`config.mk`:
```
export PLATFORM = sky130hd
export DESIGN_NAME = pc_fetch_ctrl
export DESIGN_NICKNAME = d
export VERILOG_FILES = /design/src/rtl/pc_fetch_ctrl.sv
export SDC_FILE = /design/constraint.sdc
export NUM_CORES = 1
export LEC_CHECK = 0
export ABC_AREA = 1
export BUFFER_PORTS_ARGS = -buffer_cell sky130_fd_sc_hd__buf_2
export CORE_MARGIN = 5
export CORE_UTILIZATION = 25
export DETAILED_ROUTE_END_ITERATION = 8
export PLACE_DENSITY = 0.5
export SYNTH_ARGS = -nofsm -noshare
export SYNTH_HDL_FRONTEND = slang
export SYNTH_SLANG_ARGS = --single-unit
```
`constraint.sdc`:
```
create_clock -name CLK -period 1.3 [get_ports CLK]
set_input_delay 0.26 -clock CLK [delete_from_list [all_inputs] [get_ports CLK]]
set_output_delay 0.26 -clock CLK [all_outputs]
set_load 0.005 [all_outputs]
```
`src/rtl/pc_fetch_ctrl.sv`:
```
// pc_fetch_ctrl: architectural PC register and handshaked fetch loop (imem req/gnt/rsp -> decode valid/ready).
// Optional WAIT-state response timeout is enabled by defining FETCH_TIMEOUT_EN.
module pc_fetch_ctrl #(
  parameter logic [63:0] RESET_PC       = 64'h0000_0000_0000_0000,
  parameter int unsigned TIMEOUT_CYCLES = 16
) (
  input  logic        CLK,
  input  logic        resetl,
  input  logic [63:0] NextPC,
  input  logic        NextPCValid,
  output logic [63:0] CurrentPC,
  output logic        IMemReq,
  output logic [63:0] IMemAddr,
  input  logic        IMemGnt,
  input  logic        IMemRspValid,
  input  logic [31:0] IMemRspData,
  output logic [31:0] Instruction,
  output logic        InstrValid,
  input  logic        InstrReady,
  output logic        Fault
);

  // state | meaning
  // REQ   | fetch request at CurrentPC held until granted
  // WAIT  | granted, waiting for the instruction word
  // HOLD  | instruction presented to decode until accepted
  // EXEC  | waiting for execute to deliver the next PC
  // FAULT | terminal: misaligned next PC or fetch timeout
  typedef enum logic [2:0] {
    S_REQ   = 3'd0,
    S_WAIT  = 3'd1,
    S_HOLD  = 3'd2,
    S_EXEC  = 3'd3,
    S_FAULT = 3'd4
  } state_t;

  state_t      r_state;
  state_t      w_state_nxt;
  logic        r_armed;
  logic [63:0] r_pc;
  logic [31:0] r_instr;

  logic        w_req;
  logic        w_valid;
  logic        w_fault;
  logic        w_grant;
  logic        w_rsp_take;
  logic        w_pc_take;
  logic        w_misalign;
  logic        w_timeout;

  if (TIMEOUT_CYCLES < 1) begin : g_timeout_check
    $error("pc_fetch_ctrl: TIMEOUT_CYCLES must be at least 1");
  end

  // The request only appears once the first clock edge after reset release has armed the fetch loop.
  assign w_grant    = (r_state == S_REQ) && r_armed && IMemGnt;
  assign w_rsp_take = (r_state == S_WAIT) && IMemRspValid;
  assign w_misalign = |NextPC[1:0];
  assign w_pc_take  = (r_state == S_EXEC) && NextPCValid && !w_misalign;

`ifdef FETCH_TIMEOUT_EN
  localparam int               CNT_W    = (TIMEOUT_CYCLES > 1) ? $clog2(TIMEOUT_CYCLES) : 1;
  localparam logic [CNT_W-1:0] CNT_LOAD = CNT_W'(TIMEOUT_CYCLES - 1);

  logic [CNT_W-1:0] r_wait_cnt;

  // Down-counter loaded on grant; terminal count in WAIT without a response is the timeout.
  always_ff @(posedge CLK or negedge resetl) begin
    if (!resetl) begin
      r_wait_cnt <= '0;
    end else if (w_grant) begin
      r_wait_cnt <= CNT_LOAD;
    end else if ((r_state == S_WAIT) && !IMemRspValid && (r_wait_cnt != '0)) begin
      r_wait_cnt <= r_wait_cnt - 1'b1;
    end
  end

  assign w_timeout = (r_state == S_WAIT) && !IMemRspValid && (r_wait_cnt == '0);
`else
  assign w_timeout = 1'b0;
`endif

  always_ff @(posedge CLK or negedge resetl) begin
    if (!resetl) begin
      r_state <= S_REQ;
    end else begin
      r_state <= w_state_nxt;
    end
  end

  always_comb begin
    w_state_nxt = r_state;
    case (r_state)
      S_REQ: begin
        if (w_grant) w_state_nxt = S_WAIT;
      end
      S_WAIT: begin
        if (IMemRspValid)   w_state_nxt = S_HOLD;
        else if (w_timeout) w_state_nxt = S_FAULT;
      end
      S_HOLD: begin
        if (InstrReady) w_state_nxt = S_EXEC;
      end
      S_EXEC: begin
        if (NextPCValid) w_state_nxt = w_misalign ? S_FAULT : S_REQ;
      end
      S_FAULT: begin
        w_state_nxt = S_FAULT;
      end
      default: begin
        w_state_nxt = S_FAULT;
      end
    endcase
  end

  always_comb begin
    w_req   = 1'b0;
    w_valid = 1'b0;
    w_fault = 1'b0;
    case (r_state)
      S_REQ:   w_req   = r_armed;
      S_HOLD:  w_valid = 1'b1;
      S_FAULT: w_fault = 1'b1;
      default: ;
    endcase
  end

  always_ff @(posedge CLK or negedge resetl) begin
    if (!resetl) begin
      r_armed <= 1'b0;
    end else begin
      r_armed <= 1'b1;
    end
  end

  always_ff @(posedge CLK or negedge resetl) begin
    if (!resetl) begin
      r_pc <= RESET_PC;
    end else if (w_pc_take) begin
      r_pc <= NextPC;
    end
  end

  always_ff @(posedge CLK or negedge resetl) begin
    if (!resetl) begin
      r_instr <= 32'h0;
    end else if (w_rsp_take) begin
      r_instr <= IMemRspData;
    end
  end

  assign CurrentPC   = r_pc;
  assign IMemAddr    = r_pc;
  assign IMemReq     = w_req;
  assign Instruction = r_instr;
  assign InstrValid  = w_valid;
  assign Fault       = w_fault;

endmodule

```
==> results.sh <==
export IMPL_avgSynthCellArea_um2=8.70
export IMPL_finalPower_w=0.0137
export IMPL_layout_min_cycle_time_ns=1.41
export IMPL_ant_nets=0
export IMPL_hold_ws_ns=0.109
export IMPL_drt_met1_wl_um=5390
export IMPL_holdCritPathClass="input port to register"
export IMPL_num_antenna_cells=0
export IMPL_rows=48
export IMPL_r2r_setup_slack_ns=-0.09
export IMPL_finalHoldViolations=0
export IMPL_cp_required_ns=1.04
export IMPL_cp_arrival_ns=1.15
export IMPL_fill_cells=1850
export IMPL_rsz0062_at_grt="yes"
export IMPL_first_pass_iters=5
export IMPL_fin_crit_sh=1.09
export IMPL_clkSlewWorstSetupHoldPaths_ns=0.07
export IMPL_grt_max_degree=65
export IMPL_synth_top_area_share=0.570
export IMPL_wl_per_cell_um=14.5
export IMPL_p_leak_nw=3.78
export IMPL_critical_path_top_delay_family="flip-flops"
export IMPL_cp_start_kind="register"
export IMPL_hpwlAfterDp_um=9230
export IMPL_gp_congestion=0.776
export IMPL_seq_area_frac_synth=0.570
export IMPL_io_pins=265
export IMPL_finClkSkew_ns=0.00843
export IMPL_synth_top_area_cell="dfrtp_1"
export IMPL_wl_met2_um=6880
export IMPL_final_common_cell="buf_2"
export IMPL_antenna_found_initial=1
export IMPL_die_w_um=143
export IMPL_post_route_cell_area_um2=6220
export IMPL_core_um2=17300
export IMPL_cp_cell_sequence="nor2_4, and3_1, buf_2"
export IMPL_place_area_um2=5600
export IMPL_finalNetCount=833
export IMPL_crit_type="register to primary output"
export IMPL_crit_path_end_kind="primary output"
export IMPL_root_buffer="clkbuf_16"
export IMPL_report_final_slew_viol_count=0
export IMPL_grt_pass1_wl_um=18700
export IMPL_insertion_delay_ns=0.34
export IMPL_highest_layer="met5"
export IMPL_grtUsageTotal=0.116
export IMPL_vias_per_cell=3.95
export IMPL_slowest_stage="dfrtp_2"
export IMPL_power_per_cell_area_nw_per_um2=2200
export IMPL_cts_buffers_inserted=9
export IMPL_totalWireLength_um=13900
export IMPL_path_max_fanout=3
export IMPL_synth_area_um2=4390
export IMPL_htree_levels=3
export IMPL_fin_ws_ns=-0.115
export IMPL_cpPeakStageDelay_ns=0.43
export IMPL_die_h_um=143
export IMPL_clk_path_buf_depth=2
export IMPL_ys_ff_latch=100
export IMPL_layout_drive_gt1_share=0.439
export IMPL_clkSinkCount=100
export IMPL_fmax_mhz=707
export IMPL_cap_violations=0
export IMPL_violations="setup timing"
export IMPL_start_util=0.254
export IMPL_cts_tree="yes"
export IMPL_pre_cts_ws_ns=-0.109
export IMPL_drtIter0Drc=144
export IMPL_vdd_drop_max_mv=0.747
export IMPL_synth_distinct_cells=20
export IMPL_finalSetupViolations=99
export IMPL_synth_nets=607
export IMPL_overflow=0
export IMPL_crit_buf_inv=1
export IMPL_yosys_warnings=0
export IMPL_num_vias=3782
export IMPL_synthTopCellsByArea="dfrtp_1 57%, nand2_1 20%, buf_4 11%, o21ai_1 3.6%, inv_1 3.5%"
export IMPL_status="complete, but fails checks"
export IMPL_dieArea_um2=20300
export IMPL_post_route_drc_count=0
export IMPL_synthCells=505
export IMPL_port_buffers=264
export IMPL_wl_met3_um=1390
export IMPL_most_common_layout_cells="263 x buf_2, 227 x nand2_1, 99 x dfrtp_1, 40 x inv_1, 30 x o21ai_1"
export IMPL_grt_pass1_vias=3602
export IMPL_areaGrowthSynthToFinish_pct=41.7
==> power breakdown <==
group          switching (W)  total (W)  internal [W]
Sequential           0.00101    0.00556       0.00455
Combinational        0.00270    0.00555       0.00285
Clock                0.00113    0.00257       0.00145
Total                0.00483     0.0137       0.00885
==> worst paths after layout <==
path	end	from	depth (start not counted)
hold / removal	CurrentPC[61]	NextPC[61]	3
hold reg to reg	Instruction[3]	Instruction[3]	2
max in group asynchronous	r_state[2]	resetl	3
min in group asynchronous	CurrentPC[9]	resetl	2
setup reg to reg	Instruction[20]	r_state[2]	6
setup / recovery	IMemReq	r_state[2]	3
==> through the flow <==
step / std cells / setup TNS, ns / util
finish: 957 / -5.50 / 0.360
global route: 957 / -11.83 / 0.360
CTS: 943 / -0.426 / 0.343
detailed placement: 928 / -4.73 / 0.324
global placement: 928 / -3.86 / 0.324
floorplan: 505 / 0 / -
==> flip-flops by register name, summed over array words and instances (netlist names) <==
signal,cells
Instruction,32
CurrentPC,64
r_armed,1
r_state,3
==> what timing repair did <==
action,in CTS,in global routing
buffers inserted,2,1
hold buffers,1,0
pin swaps,2,3
hold endpoints to repair,14,0
setup endpoints to repair,3,96
gates cloned,0,13
resized for setup,10,12
==> area by class of cell <==
type,count,area [um2],area share
Sequential cell,100,2500,0.402
Clock inverter,3,42.5,0.00683
Clock buffer,9,225,0.0362
Multi-Input combinational cell,281,1180,0.189
Timing Repair Buffer,296,1810,0.290
Inverter,42,170,0.0273
Tap cell,225,282,0.0452
Timing Repair inverter,1,16.3,0.00261
==> tightest hold or removal path: stages <==
cell and delay [ns]:
buf_2 0.07, nand2_1 0.04, nand2_1 0.04
==> synth_stat cells, drive strengths merged <==
master and instances:
a21oi 1, o21ai 33, nor3 1, dfrtp 100, nand2 230, and3 1
nor2 8, nand3 4, or2 1, conb 1, buf 82, o21bai 1
inv 42
==> cell families (layout without fill, tap and decap cells) <==
| group | after synthesis | in the layout | synth area share |
|---|---|---|---|
| compound gates | 35 | 35 | 0.0404 |
| flops | 100 | 100 | 0.570 |
| buf+inv | 124 | 351 | 0.175 |
| simple gates | 245 | 245 | 0.214 |
| other cells | 1 | 1 | 0.000854 |
==> metal layers <==
metal | global-route usage | vias to the layer above
li1 | - | 1907
met1 | 0.137 | 1692
met2 | 0.193 | 166
met3 | 0.0437 | 15
met4 | 0.0440 | 2
met5 | 0 | -
(Power assumes the default switching activity.)
